`config.mk`:
```
export PLATFORM = sky130hd
export DESIGN_NAME = mdu_seq
export DESIGN_NICKNAME = d
export VERILOG_FILES = /design/src/rtl/mdu_seq_pkg.sv /design/src/rtl/mdu_step.sv /design/src/rtl/mdu_seq.sv
export SDC_FILE = /design/constraint.sdc
export NUM_CORES = 1
export LEC_CHECK = 0
export BUFFER_PORTS_ARGS = -buffer_cell sky130_fd_sc_hd__buf_4
export CAP_MARGIN = 15
export CORE_MARGIN = 8
export CORE_UTILIZATION = 45
export CTS_CLUSTER_SIZE = 25
export DETAILED_ROUTE_END_ITERATION = 7
export GPL_ROUTABILITY_DRIVEN = 0
export MAX_ROUTING_LAYER = met4
export SLEW_MARGIN = 20
export SYNTH_ARGS = -nofsm -noshare
export SYNTH_HDL_FRONTEND = slang
export SYNTH_SLANG_ARGS = --single-unit
```
`constraint.sdc`:
```
create_clock -name clk -period 4.7 [get_ports clk]
set_input_delay 0.94 -clock clk [delete_from_list [all_inputs] [get_ports clk]]
set_output_delay 0.94 -clock clk [all_outputs]
set_load 0.02 [all_outputs]
```
`src/rtl/mdu_seq_pkg.sv`:
```
// Shared opcode and state definitions for the sequential multiply/divide unit.
// Opcode values match the alucontrol encoding driven by the decode stage.
package mdu_seq_pkg;

    localparam int OP_WIDTH = 8;

    localparam logic [OP_WIDTH-1:0] EXE_ADD_OP   = 8'b0010_0000;
    localparam logic [OP_WIDTH-1:0] EXE_MULT_OP  = 8'b0001_1000;
    localparam logic [OP_WIDTH-1:0] EXE_MULTU_OP = 8'b0001_1001;
    localparam logic [OP_WIDTH-1:0] EXE_DIV_OP   = 8'b0001_1010;
    localparam logic [OP_WIDTH-1:0] EXE_DIVU_OP  = 8'b0001_1011;

    typedef enum logic [1:0] {
        IDLE = 2'd0,
        RUN  = 2'd1,
        FIX  = 2'd2,
        DONE = 2'd3
    } mdu_state_e;

endpackage

```
`src/rtl/mdu_step.sv`:
```
// One radix-2 iteration on unsigned magnitudes: a right-shifting shift-add
// multiply step or a left-shifting restoring divide step.
module mdu_step #(
    parameter int WIDTH = 32
) (
    input  logic             is_div_i,
    input  logic [WIDTH-1:0] acc_i,
    input  logic [WIDTH-1:0] mq_i,
    input  logic [WIDTH-1:0] mcand_i,
    output logic [WIDTH-1:0] acc_o,
    output logic [WIDTH-1:0] mq_o
);

    logic [WIDTH:0] sum;
    logic [WIDTH:0] rem_sh;
    logic           fits;

    always_comb begin
        acc_o  = acc_i;
        mq_o   = mq_i;
        sum    = '0;
        rem_sh = '0;
        fits   = 1'b0;
        if (is_div_i) begin
            // A successful subtract always leaves less than the divisor, so WIDTH bits suffice.
            rem_sh = {acc_i, mq_i[WIDTH-1]};
            fits   = (rem_sh >= {1'b0, mcand_i});
            if (fits) begin
                acc_o = rem_sh[WIDTH-1:0] - mcand_i;
            end else begin
                acc_o = rem_sh[WIDTH-1:0];
            end
            mq_o = {mq_i[WIDTH-2:0], fits};
        end else begin
            sum   = {1'b0, acc_i} + (mq_i[0] ? {1'b0, mcand_i} : '0);
            acc_o = sum[WIDTH:1];
            mq_o  = {sum[0], mq_i[WIDTH-1:1]};
        end
    end

endmodule

```
`src/rtl/mdu_seq.sv`:
```
// Sequential MULT/MULTU/DIV/DIVU unit: WIDTH radix-2 steps on magnitudes,
// followed by one sign-fix cycle and a one-cycle registered valid pulse.
module mdu_seq
    import mdu_seq_pkg::*;
#(
    parameter int WIDTH = 32,
    parameter int OPW   = 8
) (
    input  logic             clk,
    input  logic             resetn,
    input  logic             start,
    input  logic [OPW-1:0]   op,
    input  logic [WIDTH-1:0] a,
    input  logic [WIDTH-1:0] b,
    input  logic             cancel,
    output logic             busy,
    output logic             valid,
    output logic [WIDTH-1:0] hi,
    output logic [WIDTH-1:0] lo,
    output logic             dz
);

    localparam int CW = $clog2(WIDTH);

    mdu_state_e       state_q;
    logic [CW-1:0]    count_q;
    logic             is_div_q;
    logic             neg_res_q;
    logic             neg_rem_q;
    logic             bzero_q;
    logic [WIDTH-1:0] acc_q;
    logic [WIDTH-1:0] mq_q;
    logic [WIDTH-1:0] mcand_q;
    logic             busy_q;
    logic             valid_q;
    logic [WIDTH-1:0] hi_q;
    logic [WIDTH-1:0] lo_q;
    logic             dz_q;

    logic             op_mult, op_multu, op_div, op_divu;
    logic             op_known, op_signed, op_is_div;
    logic             sign_a, sign_b;
    logic [WIDTH-1:0] abs_a, abs_b;
    logic [WIDTH-1:0] step_acc, step_mq;
    logic [2*WIDTH-1:0] prod_raw, prod_fix;
    logic [WIDTH-1:0] quot_fix, rem_fix;

    assign op_mult   = (op == OPW'(EXE_MULT_OP));
    assign op_multu  = (op == OPW'(EXE_MULTU_OP));
    assign op_div    = (op == OPW'(EXE_DIV_OP));
    assign op_divu   = (op == OPW'(EXE_DIVU_OP));
    assign op_known  = op_mult | op_multu | op_div | op_divu;
    assign op_signed = op_mult | op_div;
    assign op_is_div = op_div | op_divu;

    assign sign_a = op_signed & a[WIDTH-1];
    assign sign_b = op_signed & b[WIDTH-1];
    assign abs_a  = sign_a ? -a : a;
    assign abs_b  = sign_b ? -b : b;

    mdu_step #(
        .WIDTH (WIDTH)
    ) u_step (
        .is_div_i (is_div_q),
        .acc_i    (acc_q),
        .mq_i     (mq_q),
        .mcand_i  (mcand_q),
        .acc_o    (step_acc),
        .mq_o     (step_mq)
    );

    // With a zero divisor the restoring loop leaves |a| as remainder, so the
    // usual remainder sign fix reproduces the original dividend in hi.
    assign prod_raw = {acc_q, mq_q};
    assign prod_fix = neg_res_q ? -prod_raw : prod_raw;
    assign quot_fix = bzero_q ? {WIDTH{1'b1}} : (neg_res_q ? -mq_q : mq_q);
    assign rem_fix  = neg_rem_q ? -acc_q : acc_q;

    always_ff @(posedge clk or negedge resetn) begin
        if (!resetn) begin
            state_q   <= IDLE;
            count_q   <= '0;
            is_div_q  <= 1'b0;
            neg_res_q <= 1'b0;
            neg_rem_q <= 1'b0;
            bzero_q   <= 1'b0;
            acc_q     <= '0;
            mq_q      <= '0;
            mcand_q   <= '0;
            busy_q    <= 1'b0;
            valid_q   <= 1'b0;
            hi_q      <= '0;
            lo_q      <= '0;
            dz_q      <= 1'b0;
        end else begin
            valid_q <= 1'b0;
            case (state_q)
                IDLE: begin
                    if (start && op_known && !cancel) begin
                        state_q   <= RUN;
                        busy_q    <= 1'b1;
                        count_q   <= '0;
                        is_div_q  <= op_is_div;
                        neg_res_q <= sign_a ^ sign_b;
                        neg_rem_q <= sign_a;
                        bzero_q   <= (b == '0);
                        acc_q     <= '0;
                        mq_q      <= op_is_div ? abs_a : abs_b;
                        mcand_q   <= op_is_div ? abs_b : abs_a;
                    end
                end
                RUN: begin
                    if (cancel) begin
                        state_q <= IDLE;
                        busy_q  <= 1'b0;
                    end else begin
                        acc_q   <= step_acc;
                        mq_q    <= step_mq;
                        count_q <= count_q + CW'(1);
                        if (count_q == CW'(WIDTH - 1)) begin
                            state_q <= FIX;
                        end
                    end
                end
                FIX: begin
                    state_q <= cancel ? IDLE : DONE;
                    busy_q  <= 1'b0;
                    if (!cancel) begin
                        if (is_div_q) begin
                            lo_q <= quot_fix;
                            hi_q <= rem_fix;
                            dz_q <= bzero_q;
                        end else begin
                            {hi_q, lo_q} <= prod_fix;
                        end
                    end
                end
                DONE: begin
                    valid_q <= 1'b1;
                    state_q <= IDLE;
                end
                default: begin
                    state_q <= IDLE;
                    busy_q  <= 1'b0;
                end
            endcase
        end
    end

    assign busy  = busy_q;
    assign valid = valid_q;
    assign hi    = hi_q;
    assign lo    = lo_q;
    assign dz    = dz_q;

endmodule

```
# --- Word level (Yosys, flattened, before mapping) ---
# Index checks and enable logic that the tools add are counted.
# W data, S select, Z words.
word_totals:
  reg_bits: 174
  word_cells: 89
classes:
  add_sub_neg: 8
  n_lt_le_gt_ge: 1
  n_eq_ne: 12
  n_mux: 32
  bitwise_logic: 9
  reduce_logical: 13
op_table:
  columns: ["op", "n"]
  rows:
  - ["$mux W32", 17]
  - ["$neg A32 Y32", 4]
  - ["$pmux W32 S2", 2]
  - ["$mux W64", 1]
  - ["$neg A64 Y64", 1]
  - ["$add A32 B33 Y33", 1]
  - ["$ge A33 B32 Y1", 1]
  - ["$eq A8 B5 Y1 const B", 4]
  - ["$logic_not A32 Y1", 1]
  - ["$sub A32 B32 Y32", 1]
  - ["$mux W5", 2]
  - ["$pmux W5 S2", 1]
  - ["$reduce_and A3 Y1", 3]
  - ["$mux W2", 4]
  - ["$pmux W2 S4", 1]
  - ["$ne A2 B2 Y1 const B", 3]
  - ["$reduce_and A2 Y1", 3]
  - ["$add A5 B1 Y5 const B", 1]
  - ["$eq A5 B5 Y1 const B", 1]
  - ["$or A1 B1 Y1", 5]
  - ["$eq A2 B2 Y1 const B", 2]
  - ["$mux W1", 3]
  - ["$ne A3 B3 Y1 const B", 1]
  - ["$pmux W1 S3", 1]
  - ["other kinds (9)", 11]

# --- Logic depth before layout (Yosys ltp) ---
logic_depth:
  depth_word: 8
  mapped_depth: 14
  ltp_nobuf: 13

# --- Modules after synthesis ---
# From an unflattened synthesis, not the netlist that was laid out.
hier_totals:
  hier_cells: 1956
  hier_area_um2: 15800.2
modules_own_cells:
  columns: ["mod", "n_inst", "cells_per_inst", "area_each_um2"]
  rows:
  - ["mdu_seq", 1, 1251, 10933.0]
  - ["mdu_step", 1, 705, 4867.2]

# --- Least setup slack after synthesis ---
# OpenSTA, ideal clock, no wires.
synth_path:
  kind: "register to register"
  start: "register mq_q[0]"
  end: "register acc_q[30]"
  setup_ps: 138
  arrival_ps: 3256
  required_ps: 4562
  setup_slack_ps: 1306
  path_stages_with_launch: 14
  n_path_buf: 1
  synth_period_minus_slack_ps: 3394
  path_cell_list: "dfrtp_1 > clkinv_1 > clkbuf_1 > nor2_1 > ha_1 > o21ai_0 > nor2_1 > o31ai_1 > o221ai_1 > a2111oi_0 > o41ai_1 > a221oi_1 > mux2i_1 > o2111ai_1"
synth_between:
  elab_chain_cells: 5
synth_lines:
  columns: ["item", "line_no", "source"]
  rows:
  - ["start, declared", "mdu_seq.sv:32", "logic [WIDTH-1:0] mq_q;"]
  - ["start signal, assigned", "mdu_seq.sv:108", "mq_q <= op_is_div ? abs_a : abs_b;"]
  - ["start signal, assigned", "mdu_seq.sv:118", "mq_q <= step_mq;"]
  - ["$mux W32", "mdu_step.sv:35", "sum = {1'b0, acc_i} + (mq_i[0] ? {1'b0, mcand_i} : '0);"]
  - ["$add A32 B33 Y33", "mdu_step.sv:35", null]
  - ["$mux W32", "mdu_step.sv:24", "if (is_div_i) begin"]
  - ["$mux W32", "mdu_seq.sv:113", "if (cancel) begin"]
  - ["$pmux W32 S2", "mdu_seq.sv:97", "case (state_q)"]
  - ["end signal, assigned", "mdu_seq.sv:117", "acc_q <= step_acc;"]
  - ["end, declared", "mdu_seq.sv:31", "logic [WIDTH-1:0] acc_q;"]
# Every way passes these cells. The select of a mux whose other input is x is not followed.
# A chain may end at the register's enable or synchronous reset.

# --- Worst setup path after layout ---
# Ends and elaborated chain as after synthesis.

==> run_summary.xml <==
<?xml version="1.0" encoding="UTF-8"?>
<metrics>
  <group name="synth">
    <metric name="unique_cell_type_count_in_the_yosys_netlist" unit="">80</metric>
    <metric name="syn_avg_cell_area" unit="sq um">7.87</metric>
    <metric name="number_of_nets_produced_by_synthesis" unit="">2049</metric>
    <metric name="synth-edff-count" unit="">0</metric>
    <metric name="asyncSetResetFlopFracSynth" unit="%">100</metric>
    <metric name="synth.cell_area" unit="sq um">14900</metric>
    <metric name="ys_seq_area_share" unit="%">29.1</metric>
    <metric name="postSynth.topFlopCell" unit="">sky130_fd_sc_hd__dfrtp_1</metric>
    <metric name="ys.warnings.count" unit="">0</metric>
    <metric name="yosys_register_bits" unit="">174</metric>
    <metric name="netlist_instances" unit="">1897</metric>
  </group>
  <group name="route">
    <metric name="detailroute.via_count" unit="">14500</metric>
    <metric name="first_pass_iters" unit="">6</metric>
    <metric name="drt_iter0_drc" unit="">1344</metric>
    <metric name="vias_per_cell" unit="">5.93</metric>
    <metric name="detail_route.drc_violations" unit="">0</metric>
    <metric name="antenna_left" unit="">0</metric>
    <metric name="drt-wirelength-per-cell" unit="um">20.7</metric>
    <metric name="route.final.wire_length" unit="mm">50.6</metric>
  </group>
  <group name="grt">
    <metric name="vias_in_the_first_global_route" unit="">13900</metric>
    <metric name="gr-usage-met1" unit="%">35.5</metric>
    <metric name="grt.busiest_layer" unit="">met2</metric>
    <metric name="grt_first_pass_wirelength" unit="mm">78.5</metric>
    <metric name="grt_max_degree" unit="">86</metric>
    <metric name="grt_antenna_before_repair" unit="">0</metric>
    <metric name="grtUsageMet2" unit="%">39.2</metric>
    <metric name="met3_usage" unit="%">3.68</metric>
    <metric name="globalRoute.totalOverflow" unit="">0</metric>
    <metric name="global_route.usage.total" unit="%">26.1</metric>
  </group>
  <group name="cells_and_area">
    <metric name="most_used_cells_in_the_layout_excluding_fill_and_tap_cells" unit="">sky130_fd_sc_hd__nand2_1, sky130_fd_sc_hd__nor2_1, sky130_fd_sc_hd__a21oi_1</metric>
    <metric name="num_antenna_cells" unit="">0</metric>
    <metric name="layout-area-overhead-vs-synth" unit="%">14.8</metric>
    <metric name="drive_gt1_share" unit="%">14.3</metric>
    <metric name="nFillCells" unit="">3188</metric>
    <metric name="layout_commonest_cell" unit="">sky130_fd_sc_hd__nand2_1</metric>
    <metric name="final_nets" unit="">2144</metric>
  </group>
  <group name="placed_design">
    <metric name="hpwlAfterDp" unit="mm">39.4</metric>
    <metric name="place.port_buffers" unit="">142</metric>
    <metric name="pre_cts_slack" unit="ns">0.780</metric>
  </group>
  <group name="clock_network">
    <metric name="clock_sinks" unit="">174</metric>
    <metric name="cts_post_setup_buffers_inserted" unit="">0</metric>
    <metric name="path_clk_slew" unit="ns">0.08</metric>
    <metric name="numCtsBuffers" unit="">17</metric>
    <metric name="hold_buffers" unit="">0</metric>
    <metric name="post_cts_resized" unit="">0</metric>
    <metric name="cts_root_buffer" unit="">sky130_fd_sc_hd__clkbuf_16</metric>
    <metric name="longest_clk_path_bufs" unit="">2</metric>
    <metric name="clock_tree_from_tritoncts" unit="">done</metric>
    <metric name="cts_htree_levels" unit="">4</metric>
    <metric name="insertion_delay" unit="ns">0.44</metric>
  </group>
  <group name="power_and_ir_drop">
    <metric name="p_int" unit="W">0.00488</metric>
    <metric name="power.net_switching" unit="W">0.00490</metric>
    <metric name="power_leakage" unit="nW">7.58</metric>
    <metric name="p_seq_share" unit="%">23.0</metric>
    <metric name="clock_power_share" unit="%">15.3</metric>
    <metric name="power.ir.vdd_worst" unit="mV">0.487</metric>
    <metric name="switching_share" unit="%">50.1</metric>
    <metric name="power.combinational.fraction" unit="%">61.7</metric>
    <metric name="power-per-cell-area" unit="nW/um^2">570</metric>
  </group>
  <group name="sta">
    <metric name="final.period_utilization" unit="%">84.4</metric>
    <metric name="final_period_minus_worst_setup_slack" unit="ns">3.97</metric>
    <metric name="rsz_0062_raised_after_global_routing" unit="">no</metric>
    <metric name="timing.final.setup_violations" unit="">0</metric>
    <metric name="totalNegativeSetupSlack" unit="ns">0</metric>
    <metric name="timing_worst_slew_pin_value" unit="ns">0.876</metric>
    <metric name="hold_viol_final" unit="">0</metric>
    <metric name="timing.max_slew.rel_slack" unit="%">41.6</metric>
    <metric name="finClkSkew" unit="ns">0.0158</metric>
    <metric name="achievable-frequency" unit="MHz">252</metric>
    <metric name="maxSlewViolCount" unit="">0</metric>
    <metric name="finalWorstSetupSlack" unit="ns">0.733</metric>
  </group>
  <group name="floorplanning">
    <metric name="row_count" unit="">66</metric>
    <metric name="die-height" unit="um">198</metric>
    <metric name="initial_core_util" unit="%">45.8</metric>
    <metric name="fp.dieArea" unit="sq um">39300</metric>
    <metric name="placeableCoreArea" unit="sq um">32600</metric>
    <metric name="die_width" unit="um">198</metric>
    <metric name="io_pins" unit="">143</metric>
  </group>
  <group name="critical_path">
    <metric name="worst_setup_path_startpoint" unit="">mq_q[0]</metric>
    <metric name="setup.worst_path.end_class" unit="">flip-flop</metric>
    <metric name="timing.critical_path.from_type" unit="">flip-flop</metric>
    <metric name="crit_arrival" unit="ns">4.27</metric>
    <metric name="worstSetupPathType" unit="">flip-flop to flip-flop</metric>
    <metric name="cp_data_required_time" unit="ns">5.01</metric>
    <metric name="rr_startpoint" unit="">mq_q[0]</metric>
    <metric name="worst-r2r-setup-slack" unit="ns">0.73</metric>
    <metric name="worst-path-max-fanout" unit="">16</metric>
  </group>
  <group name="flow_run">
    <metric name="maxCapViolCount" unit="">0</metric>
  </group>
  <group name="worst_hold_path">
    <metric name="holdCritPathClass" unit="">flip-flop to flip-flop</metric>
    <metric name="hold_path_startpoint" unit="">hi[4]</metric>
  </group>
  <group name="status">
    <metric name="run_status" unit="">completed</metric>
  </group>
</metrics>
[synth_stat cells, drive strengths merged, types with 15 or more instances]
master | instances | area (sq um)
a211oi | 30 | 225
a21o | 34 | 255
a21oi | 194 | 975
and3 | 16 | 100
clkbuf | 99 | 372
dfrtp | 174 | 4350
ha | 74 | 926
inv | 63 | 236
mux2 | 32 | 360
mux2i | 29 | 290
nand2 | 199 | 747
nand2b | 19 | 119
nand3 | 26 | 130
nand4 | 15 | 93.8
nor2 | 194 | 731
nor3 | 34 | 175
nor4 | 19 | 131
o21ai | 193 | 966
o31ai | 32 | 268
o41ai | 15 | 146
or3 | 24 | 175
xnor2 | 83 | 727
xor2 | 91 | 797
[path summary, 6_finish.rpt]
kind	end	cells after the start
max	acc_q[30]	13
min	hi[4]	2
max reg2reg	acc_q[30]	13
min reg2reg	hi[4]	2
max in group asynchronous	mcand_q[11]	2
min in group asynchronous	hi[25]	1
[layout make-up]
cell class                      count  area (sq um)  share of cell area (%)
Sequential cell                   174          4360                    25.4
Clock inverter                     15           193                    1.12
Tap cell                          442           553                    3.22
Clock buffer                       17           425                    2.48
Multi-Input combinational cell   1550          9970                    58.1
Timing Repair Buffer              185          1420                    8.27
Inverter                           64           240                    1.40
[power groups by stage]
stage | combinational (W) | sequential (W) | clock [W]
CTS | 0.00592 | 0.00223 | 0.00152
global placement | 0.00586 | 0.00226 | 0
finish | 0.00603 | 0.00225 | 0.00150
global route | 0.00657 | 0.00229 | 0.00158
floorplan | 0.00433 | 0.00207 | 0
detailed placement | 0.00588 | 0.00226 | 0
[logic make-up (layout without fill, tap and decap cells)]
| logic type | after synthesis | count (layout) | synth area share [%] |
|---|---|---|---|
| muxes | 61 | 61 | 4.36 |
| AOI/OAI and AO/OA | 621 | 621 | 25.6 |
| DFF | 174 | 174 | 29.1 |
| xor gates and xnor gates | 174 | 174 | 10.2 |
| and+or+nand+nor | 618 | 618 | 19.8 |
| adders and majority gates | 76 | 76 | 6.47 |
| buffers and inverters | 173 | 281 | 4.40 |
[worst max-delay path: stages (launching register included)]
cell and delay [ns]:
sky130_fd_sc_hd__dfrtp_1 0.43, sky130_fd_sc_hd__clkinv_1 0.49, sky130_fd_sc_hd__nor2_1 0.25, sky130_fd_sc_hd__ha_1 0.28
sky130_fd_sc_hd__o21ai_0 0.16, sky130_fd_sc_hd__nor2_1 0.08, sky130_fd_sc_hd__o31ai_1 0.38, sky130_fd_sc_hd__o221ai_1 0.30
sky130_fd_sc_hd__a2111oi_0 0.43, sky130_fd_sc_hd__buf_4 0.19, sky130_fd_sc_hd__o41ai_1 0.10, sky130_fd_sc_hd__a221oi_1 0.40
sky130_fd_sc_hd__mux2i_1 0.24, sky130_fd_sc_hd__o2111ai_1 0.11
[layer usage]
layer | up-vias | part of all wire (%)
met5 | - | 0
met3 | 97 | 6.6
met2 | 523 | 44
li1 | 7032 | -
met1 | 6851 | 46
met4 | 0 | 3.3
[state kept, by name (all words and copies together), names as in the netlist, 2 cells and up]
register	flops
acc_q	32
hi	32
lo	32
mcand_q	32
mq_q	32
count_q	5
state_q	2
[through the flow]
stage / utilization [%] / hold slack (ns) / area [sq um] / cells / power [W]
after floorplan: - / 0.450 / 14900 / 1897 / 0.00640
after global placement: 50.7 / 0.464 / 16500 / 2415 / 0.00811
after detailed placement: 50.7 / 0.471 / 16500 / 2415 / 0.00815
after CTS: 52.6 / 0.489 / 17100 / 2447 / 0.00968
after global routing: 52.6 / 0.502 / 17200 / 2447 / 0.0104
final: 52.6 / 0.480 / 17200 / 2447 / 0.00978
Note: power is estimated with default switching activity, not from simulation.
